$ cat src/rtl/image_loader_if.sv
// Byte-stream / data-memory bus for image_loader: serial bytes in, memory writes and status out.
interface image_loader_if;
  logic        start;
  logic        in_valid;
  logic [7:0]  in_data;
  logic        in_ready;
  logic        mem_we;
  logic [31:0] mem_addr;
  logic [31:0] mem_wd;
  logic        busy;
  logic        done;
  logic        err;

  modport master (
    output start, in_valid, in_data,
    input  in_ready, mem_we, mem_addr, mem_wd, busy, done, err
  );

  modport slave (
    input  start, in_valid, in_data,
    output in_ready, mem_we, mem_addr, mem_wd, busy, done, err
  );
endinterface

$ cat src/rtl/image_loader.sv
// Streams IMG_BYTES serial bytes into data memory starting at BASE_ADDR.
// Optional trailing checksum byte verification: define LOADER_CHECKSUM_EN.
module image_loader #(
  parameter int unsigned IMG_BYTES = 152100,
  parameter logic [31:0] BASE_ADDR = '0
) (
  input  logic         clk,
  input  logic         rst_n,
  image_loader_if.slave bus
);

  localparam int unsigned CW = (IMG_BYTES > 1) ? $clog2(IMG_BYTES) : 1;
  localparam logic [CW-1:0] LAST = CW'(IMG_BYTES - 1);

`ifdef LOADER_CHECKSUM_EN
  typedef enum logic [1:0] {IDLE, LOAD, CHECK, DONE} state_t;
`else
  typedef enum logic [1:0] {IDLE, LOAD, DONE} state_t;
`endif

  state_t         r_state;
  logic [CW-1:0]  r_count;
  logic           r_we;
  logic [31:0]    r_addr;
  logic [31:0]    r_wd;
  logic           r_busy;
  logic           r_done;
  logic           w_ready;
  logic           w_accept;
`ifdef LOADER_CHECKSUM_EN
  logic [7:0]     r_sum;
  logic           r_err;
`endif

`ifdef LOADER_CHECKSUM_EN
  assign w_ready = (r_state == LOAD) || (r_state == CHECK);
`else
  assign w_ready = (r_state == LOAD);
`endif
  assign w_accept = bus.in_valid && w_ready;

  always_ff @(posedge clk or negedge rst_n) begin
    if (!rst_n) begin
      r_state <= IDLE;
      r_count <= '0;
      r_we    <= 1'b0;
      r_addr  <= '0;
      r_wd    <= '0;
      r_busy  <= 1'b0;
      r_done  <= 1'b0;
`ifdef LOADER_CHECKSUM_EN
      r_sum   <= '0;
      r_err   <= 1'b0;
`endif
    end else begin
      r_we <= 1'b0;
      case (r_state)
        IDLE, DONE: begin
          if (bus.start) begin
            r_state <= LOAD;
            r_count <= '0;
            r_done  <= 1'b0;
            r_busy  <= 1'b1;
`ifdef LOADER_CHECKSUM_EN
            r_sum   <= '0;
            r_err   <= 1'b0;
`endif
          end else begin
            // busy outlives LOAD by one cycle to cover the final write pulse
            r_busy <= 1'b0;
          end
        end
        LOAD: begin
          if (w_accept) begin
            r_we   <= 1'b1;
            r_addr <= BASE_ADDR + 32'(r_count);
            r_wd   <= {24'b0, bus.in_data};
`ifdef LOADER_CHECKSUM_EN
            r_sum  <= r_sum + bus.in_data;
`endif
            if (r_count == LAST) begin
`ifdef LOADER_CHECKSUM_EN
              r_state <= CHECK;
`else
              r_state <= DONE;
              r_done  <= 1'b1;
`endif
            end else begin
              r_count <= r_count + CW'(1);
            end
          end
        end
`ifdef LOADER_CHECKSUM_EN
        CHECK: begin
          if (w_accept) begin
            r_err   <= (bus.in_data != r_sum);
            r_state <= DONE;
            r_done  <= 1'b1;
            r_busy  <= 1'b0;
          end
        end
`endif
        default: r_state <= IDLE;
      endcase
    end
  end

  assign bus.in_ready = w_ready;
  assign bus.mem_we   = r_we;
  assign bus.mem_addr = r_addr;
  assign bus.mem_wd   = r_wd;
  assign bus.busy     = r_busy;
  assign bus.done     = r_done;
`ifdef LOADER_CHECKSUM_EN
  assign bus.err      = r_err;
`else
  assign bus.err      = 1'b0;
`endif

endmodule

$ cat src/flat_wrapper.sv
// flat-port wrapper written by rule: the top's interface ports become plain ports
module image_loader_flat 
#(
  parameter int unsigned IMG_BYTES = 152100,
  parameter logic [31:0] BASE_ADDR = '0
)
  (clk, rst_n, bus_start, bus_in_valid, bus_in_data, bus_in_ready, bus_mem_we, bus_mem_addr, bus_mem_wd, bus_busy, bus_done, bus_err);
  image_loader_if bus_i ();
  input  logic clk;
  input  logic rst_n;
  input wire logic [$bits(bus_i.start)-1:0] bus_start;
  input wire logic [$bits(bus_i.in_valid)-1:0] bus_in_valid;
  input wire logic [$bits(bus_i.in_data)-1:0] bus_in_data;
  output wire logic [$bits(bus_i.in_ready)-1:0] bus_in_ready;
  output wire logic [$bits(bus_i.mem_we)-1:0] bus_mem_we;
  output wire logic [$bits(bus_i.mem_addr)-1:0] bus_mem_addr;
  output wire logic [$bits(bus_i.mem_wd)-1:0] bus_mem_wd;
  output wire logic [$bits(bus_i.busy)-1:0] bus_busy;
  output wire logic [$bits(bus_i.done)-1:0] bus_done;
  output wire logic [$bits(bus_i.err)-1:0] bus_err;
  assign bus_i.start = bus_start;
  assign bus_i.in_valid = bus_in_valid;
  assign bus_i.in_data = bus_in_data;
  assign bus_in_ready = bus_i.in_ready;
  assign bus_mem_we = bus_i.mem_we;
  assign bus_mem_addr = bus_i.mem_addr;
  assign bus_mem_wd = bus_i.mem_wd;
  assign bus_busy = bus_i.busy;
  assign bus_done = bus_i.done;
  assign bus_err = bus_i.err;
  image_loader #(.IMG_BYTES(IMG_BYTES), .BASE_ADDR(BASE_ADDR)) u_core (.clk(clk), .rst_n(rst_n), .bus(bus_i));
endmodule
$ cat config.mk
export PLATFORM = sky130hd
export DESIGN_NAME = image_loader_flat
export DESIGN_NICKNAME = d
export VERILOG_FILES = /design/src/rtl/image_loader_if.sv /design/src/rtl/image_loader.sv /design/src/flat_wrapper.sv
export SDC_FILE = /design/constraint.sdc
export NUM_CORES = 1
export LEC_CHECK = 0
export CAP_MARGIN = 10
export CORE_MARGIN = 5
export CORE_UTILIZATION = 40
export CTS_CLUSTER_SIZE = 12
export DETAILED_ROUTE_END_ITERATION = 8
export PLACE_DENSITY = 0.82
export SYNTH_ARGS = -nofsm -noshare
export SYNTH_HDL_FRONTEND = slang
export SYNTH_SLANG_ARGS = --single-unit
$ cat constraint.sdc
create_clock -name clk -period 5.2 [get_ports clk]
set_clock_uncertainty 0.1 [all_clocks]
set_input_delay 1.04 -clock clk [delete_from_list [all_inputs] [get_ports clk]]
set_output_delay 1.04 -clock clk [all_outputs]
set_load 0.1 [all_outputs]
; ---- Yosys cells after proc, flatten, opt, wreduce, memory -nomap -nowiden
; Index checks and enable logic that the tools add are counted.
[word_totals]
regBits = 49
latchBits = 0
mem_bits_rw = 0
in_bits = 12
wordCells = 38
mem_count = 0
mem_bits_ro = 0
[op_classes]
eq_ne = 7
n_reduce_logical = 8
muxes = 15
order_cmp = 0
shifts = 0
n_div = 0
mul = 0
n_addsub = 1
n_bitwise = 0
[ops]
columns = cell, n
row1 = 18-bit 2-to-1 mux, 3
row2 = 18-bit one-hot mux with 2 select lines, 1
row3 = 18-bit by 1-bit adder with 18-bit output (second input constant), 1
row4 = 18-bit equality test (second input constant), 1
row5 = 2-bit != test (second input constant), 4
row6 = 4-bit AND reduction, 2
row7 = 1-bit 2-to-1 mux, 6
row8 = 2-bit 2-to-1 mux, 3
row9 = 2-bit one-hot mux with 2 select lines, 1
row10 = 3-bit AND reduction, 1
row11 = 2-bit by 1-bit equality test with 1-bit output (second input constant), 1
row12 = 2-bit equality test (second input constant), 1
row13 = 2-bit logical NOT, 1
row14 = 1-bit one-hot mux with 2 select lines, 1
row15 = 2-bit AND reduction, 1
row16 = 2-bit nonzero test, 1
row17 = 2-bit OR reduction, 1
row18 = 1-bit logical AND, 1

; ---- Longest topological paths before layout
; Gate-level depths: netlist of the first run.
[depth]
ltp_word = 4
mapped_depth = 7
ltp_nobuf = 7

; ---- Least setup slack after synthesis of the first run
; Ideal clock, no wire load.
[synth_timing]
kind = register to output
from = reg u_core.r_state[1]
to = out bus_in_ready
n_path_buf = 0
slack_ps = 2853
t_arrival_ps = 1207
required_time_ps = 4060
path_stages_with_launch = 4
path_cell_list = dfrtp_1 > inv_1 > nand2_1 > inv_1
[synth_via]
elab_chain_cells = 1
[synth_lines]
columns = item, line_no
row1 = from (decl), image_loader.sv:21  ; state_t r_state;
row2 = from (signal assigned), image_loader.sv:44  ; r_state <= IDLE;
row3 = from (signal assigned), image_loader.sv:60  ; r_state <= LOAD;
row4 = from (signal assigned), image_loader.sv:85  ; r_state <= DONE;
row5 = 2-bit by 1-bit equality test with 1-bit output, image_loader.sv:38  ; assign w_ready = (r_state == LOAD);
row6 = to (decl), flat_wrapper.sv:14  ; output wire logic [$bits(bus_i.in_ready)-1:0] bus_in_ready;
; Every way passes these cells.

; ---- Final worst setup path of the first run
[layout_timing]
from = reg u_core.r_state[0]
to = out bus_in_ready
; The elaborated chain is that of the path after synthesis.

==> impl_results.md, run 1 <==
- DRC: 0
- Setup TNS: 0 ns
- Critical path startpoint: u_core.r_state[0]
- Antenna violations before repair: 0
- Pwr dens: approximately 480 nW/um^2
- Tcrit/Tclk final: 0.717
- H-tree depth: 2
- Fmax: between 200 and 300 MHz
- GRT Overall Usage: 0.142
- Vias in the first global route: around 2000
- Worst-Margin Slew: about 0.99 ns
- CTS tree: built
- Max-cap check violation count: 0
- Status: complete, no violations
- Commonest non-fill, non-tap cell in the layout: nand2_1
- Vias per cell: ~5
- Required time worst endpoint: just over 4 ns
- Port bufs: a little over 40
- Most frequent cells in the layout: 93 x nand2_1, 49 x dfrtp_1, 40 x clkdlybuf4s50_1
- Worst Path Max Fanout: 14
- Clk buf depth: 2
- Synth area leader: dfrtp_1
- Nets: 342
- Clock latency on the worst-skew pair: about 0.31 ns
- FF+latch area: 1230 sq um
- Post-Synthesis Cell Area: 2560 sq um
- Setup Viol. Count Final: 0
- Synth Register Bits: ~50
- CP Class: flip-flop to output pin
- Global-route wire length before repair: about 9700 microns
- Vias: around 2000
- HPWL Detailed: a little under 4000 microns
- Hold Vio Cnt, Final: 0
- Multi-input logic area: about 1100 sq um
- FF-to-FF Start: u_core.r_count[0]
- Antenna Cells: 0
- Leak: ~1.4 nW
- Startpoint Class: flip-flop
- Num CTS Buffers: 5
- Worst min-delay path class: flip-flop to flip-flop
- WHS Path Cells: 2
- Area grow syn2layout: 17.0%
- GPL Wtd Cong: 0.890
- Largest net degree at the start of global routing: 50
- Initial drt markers: between 100 and 150
- Placed inst area: around 2900 sq um
- Fillers: 613
- Cell variety after synth: 36
- Gates resized, CTS repair: 0
- Final Max Tran Viols: 0
- Clock sinks: 49
- Hold path start: u_core.bus.mem_addr[0]
- Die width: roughly 90 microns
- Share of layout cells above drive strength 1: 0.0636
- Total iterations of the first detailed-routing run: 4
- Yosys warning count: 0
- Tmin final: 3.73 ns
- Slew margin rel.: 0.340
- WL/cell: 13.4 microns
- I/O pin count: 81
- Sequential-to-total area share from yosys stat: 0.479
- RSZ-0062 raised after global routing: false
- Yosys top cell area share: 0.479
- Setup repair bufs after CTS: 0
- Critical Path End Type: output pin
- Die Area: roughly 8100 sq um
- Synth area leaders: dfrtp_1 48%, nand2_1 14%, buf_4 12%
- Clk slew on worst S/H paths: 0.09 ns
- Row count: 29
- R2r worst-path depth: 6
- Hold-fix buffers, CTS: 0
- Die Span Y: between 90 and 100 microns
- Antenna viol nets, final: 0
- WP data arrival: around 2.6 ns
- Core ar.: about 6300 sq um
- Initial Util: 0.408
- Post-Syn Area per Cell: 8.77 sq um
- CTS root buf: clkbuf_8
- Max VDD drop: between 200 and 300 uV
- Post-Route WL: between 5000 and 6000 microns
- Synthesized instance count: around 290
- Grt total ovfl: 0
- Final Cell Area: 3000 sq um
[critical path: stages, from the launching register on]
cell	delay [ns]
dfrtp_1	0.46
nand2_1	0.33
inv_1	0.31
clkdlybuf4s50_1	1.18
[cell type report]
cell class,instances,area share
flip-flops and latches,49,0.409
multi-input cells,224,0.365
repair buffers,43,0.140
well taps,77,0.0321
clock buffers,5,0.0230
clock inverters,3,0.0230
inverters,6,0.00751
[registers in the layout, summed over array words and instances (netlist names)]
name and count:
u_core.bus.busy 1, u_core.r_state 2, u_core.r_count 18, u_core.bus.mem_we 1, u_core.bus.mem_addr 18, u_core.bus.mem_wd 8
u_core.bus.done 1
[cells by family (layout without fill, tap and decap cells)]
logic type      Yosys count  after routing  synth area share
simple gates            138            138             0.255
buf+inv                  57             57             0.149
flops                    49             49             0.479
compound gates           46             46             0.110
fa+ha+maj                 1              1           0.00488
other cells               1             39           0.00146
[where the power goes]
part	total (mW)	leakage (nW)	internal (mW)	switching [mW]
clock	0.329	0.0687	0.194	0.135
combinational	0.615	0.697	0.116	0.499
sequential	0.498	0.646	0.435	0.0622
[per-layer routing]
layer,global-route usage,wire (microns),share of wire
met1,0.179,2380,0.44
met2,0.224,2620,0.48
met4,0.0471,51,0.0093
met3,0.0526,403,0.074
met5,0,0,0
[synth_stat cells]
cell and count:
o21ai_2 1, and4bb_2 1, nor4_2 1, and3_1 1
nand3_1 9, inv_1 6, nand2_1 93, or3_1 1
dfrtp_1 49, o31ai_1 8, nor3_1 3, a21oi_1 5
and4b_1 1, or4b_4 1, nand4_2 1, o21ai_4 1
buf_2 3, nor4b_2 1, conb_1 1, nor2_1 14
nand3b_1 1, nand4_4 1, buf_4 40, nand2b_1 4
buf_6 2, clkbuf_1 4, o21ai_1 9, o21ai_0 13
nor3_2 1, buf_1 2, a21o_1 2, nor4_4 1
a31oi_1 6, ha_1 1, nand4_1 3, o41ai_1 1
[final timing paths]
| check | slack, ns | end |
|---|---|---|
| worst max-delay path | 1.47 | bus_in_ready |
| worst min-delay path | 0.38 | u_core.bus.mem_addr[0] |
| worst max register to register | 2.98 | u_core.r_count[17] |
| worst min register to register | 0.38 | u_core.bus.mem_addr[0] |
| max in group asynchronous | 3.87 | u_core.r_state[1] |
| min in group asynchronous | 0.72 | u_core.bus.mem_we |
[through the flow]
step / setup slack (ns) / hold WS, ns / util / instances / total power, mW
floorplan: 2.85 / 0.378 / - / 330 / 1.02
global placement: 1.89 / 0.357 / 0.456 / 399 / 1.11
detailed placement: 1.85 / 0.362 / 0.456 / 399 / 1.12
CTS: 1.50 / 0.385 / 0.478 / 407 / 1.45
global route: 1.39 / 0.406 / 0.478 / 407 / 1.51
finish: 1.47 / 0.381 / 0.478 / 407 / 1.44
(Power assumes the default switching activity.)
==> run 2, diff against run 1 <==
PLACE_DENSITY = 0.84   (was 0.82)
clock period = 3.26 ns   (was 5.2 ns; I/O delays follow)
==> impl_results.md, run 2 (same netlist as run 1, synthesis figures left out) <==
- WL/cell: 13.1 microns (-2.5%)
- Hold Vio Cnt, Final: 0 (unchanged)
- Setup repair bufs after CTS: 0 (unchanged)
- Die width: 90.0 microns (unchanged)
- Vias in the first global route: 1977 (-2.8%)
- Area grow syn2layout: 12.2%
- Tmin final: about 2.6 ns
- Switching pwr: 1.09 mW (+56%)
- Nets: 342 (unchanged)
- Fillers: 593 (-3.3%)
- Worst Path Max Fanout: 14 (unchanged)
- Row count: 29 (unchanged)
- Num CTS Buffers: 5 (unchanged)
- Die Area: 8100 sq um (unchanged)
- Seq pwr share: 0.377 (+0.032)
- Initial Util: 0.408 (unchanged)
- Vias: 1937 (-3.0%)
- Final Max Tran Viols: 0 (unchanged)
- Share of layout cells above drive strength 1: 0.152 (+0.0879)
- Power Internal: 1.01 mW (+36%)
- Worst-Margin Slew: 1.03 ns (+0.0467 ns)
- Status: complete, no violations
- Worst min-delay path class: flip-flop to flip-flop
- Clk slew on worst S/H paths: 0.09 ns (about the same)
- DRC: 0 (unchanged)
- Die Span Y: 90.0 microns (unchanged)
- Antenna violations before repair: 0 (unchanged)
- Core ar.: 6280 sq um (unchanged)
- Max VDD drop: 517 uV (+88%)
- Clock group share of total power: 0.165 (-0.063)
- Internal reg-to-reg setup slack: 1.05 ns (-1.93 ns)
- Top delay family on crit path: buffers and inverters
- FF-to-FF Start: u_core.r_count[0]
- I/O pin count: 81 (unchanged)
- Total iterations of the first detailed-routing run: 4 (unchanged)
- WHS Path Cells: 2 (unchanged)
- Antenna Cells: 0 (unchanged)
- Multi-input logic area: 1090 sq um (unchanged)
- Post-Route WL: 5330 microns (-2.5%)
- Largest net degree at the start of global routing: 50 (unchanged)
- Most frequent cells in the layout: 93 x nand2_1, 49 x dfrtp_1, 39 x conb_1
- Grt total ovfl: 0 (unchanged)
- Setup TNS: 0 ns (unchanged)
- Tcrit/Tclk final: 0.787
- Clock sinks: 49 (unchanged)
- WP data arrival: 1.81 ns (-0.78 ns)
- Setup Viol. Count Final: 0 (unchanged)
- CP Class: flip-flop to output pin
- Critical path startpoint: u_core.r_state[0]
- Required time worst endpoint: 2.51 ns (-1.55 ns)
- Antenna viol nets, final: 0 (unchanged)
- Worst Hold Path EP: u_core.bus.mem_addr[6]
- Hold path start: u_core.bus.mem_addr[6]
- Startpoint Class: flip-flop
- Critical Path End Type: output pin
- Fin util: 0.458 (-0.0199)
- CP cell instances: nand2_1 > inv_1 > buf_4
- Vias per cell: 4.76 (-3.0%)
- Final Power: 2.10 mW (+46%)
- Worst reg2reg endpoint: u_core.r_count[10]
- Initial drt markers: 103 (-24%)
- Sw Ratio: 0.518 (+0.0352)
- Logic pwr share: 0.457 (+0.030)
- Port bufs: 41 (unchanged)
- Gates resized, CTS repair: 0 (unchanged)
- HPWL Detailed: 3880 microns (about the same)
- CTS tree: built
- GRT Overall Usage: 0.134 (-0.00728)
- RSZ-0062 raised after global routing: false
- GPL Wtd Cong: 0.872 (-2.0%)
- FF+latch area: 1230 sq um (unchanged)
- Max-cap check violation count: 0 (unchanged)
- Commonest non-fill, non-tap cell in the layout: nand2_1
- H-tree depth: 2 (unchanged)
- Max incr delay on CP: 0.46 ns (-0.72 ns)
- R2r worst-path depth: 6 (unchanged)
- Clk buf depth: 2 (unchanged)
- Slew margin rel.: 0.311 (-0.0291)
- CTS root buf: clkbuf_8
- Slowest-stage cell, CP: dfrtp_1
- Clock latency on the worst-skew pair: 0.30 ns (about the same)
- Global-route wire length before repair: 9190 microns (-5.2%)
- Pwr dens: 731 nW/um^2 (+52%)
- CP Buf/Inv Count: 2 (unchanged)
- Hold-fix buffers, CTS: 0 (unchanged)
- Leak: 1.43 nW (+1.1%)
- Fmax: around 400 MHz
## run 2: how the worst max path moves through the flow
stage	endpoint	slack, ns	cells after the start
CTS	bus_in_ready	0.70	3
finish	bus_in_ready	0.70	3
global route	bus_in_ready	0.59	3
global placement	u_core.r_count[17]	0.74	6
floorplan	bus_in_ready	1.30	3
detailed placement	u_core.r_count[10]	0.64	6
## run 2: through the flow
step | cells | setup WS, ns | area, sq um | hold WS (ns)
final | 407 | 0.696 | 2870 | 0.381
after global routing | 407 | 0.594 | 2870 | 0.416
after CTS | 407 | 0.704 | 2870 | 0.388
after detailed placement | 399 | 0.639 | 2790 | 0.366
after global placement | 399 | 0.738 | 2790 | 0.359
after floorplan | 330 | 1.30 | 2700 | 0.256
## run 2: final cells by class
type,instances,share of cell area
Inverter,6,0.00784
Tap cell,77,0.0335
Multi-Input combinational cell,224,0.381
Clock inverter,2,0.00523
Sequential cell,49,0.427
Clock buffer,6,0.0253
Timing Repair Buffer,43,0.120
## run 2: power groups by stage
stage / Combinational [mW] / Sequential [mW] / Clock [mW]
after floorplan: 0.431 / 1.19 / 0
after global placement: 0.954 / 0.799 / 0
after detailed placement: 0.965 / 0.805 / 0
after CTS: 0.966 / 0.793 / 0.356
after global routing: 1.01 / 0.812 / 0.380
final: 0.960 / 0.792 / 0.347
## run 2: worst reg2reg max path, delay by kind of cell (launching register included)
family,cells,cell delay [ns]
adder cells (fa/ha/maj),1,0.26
AO/OA/AOI/OAI,2,0.55
AND/OR/NAND/NOR,3,0.70
flip-flops,1,0.48
## run 2: routing by layer
layer | vias up | wire length (microns) | global-route usage
met5 | - | 0 | 0
met4 | 0 | 48 | 0.0422
met2 | 68 | 2620 | 0.224
li1 | 958 | - | -
met3 | 5 | 496 | 0.0543
met1 | 906 | 2160 | 0.158
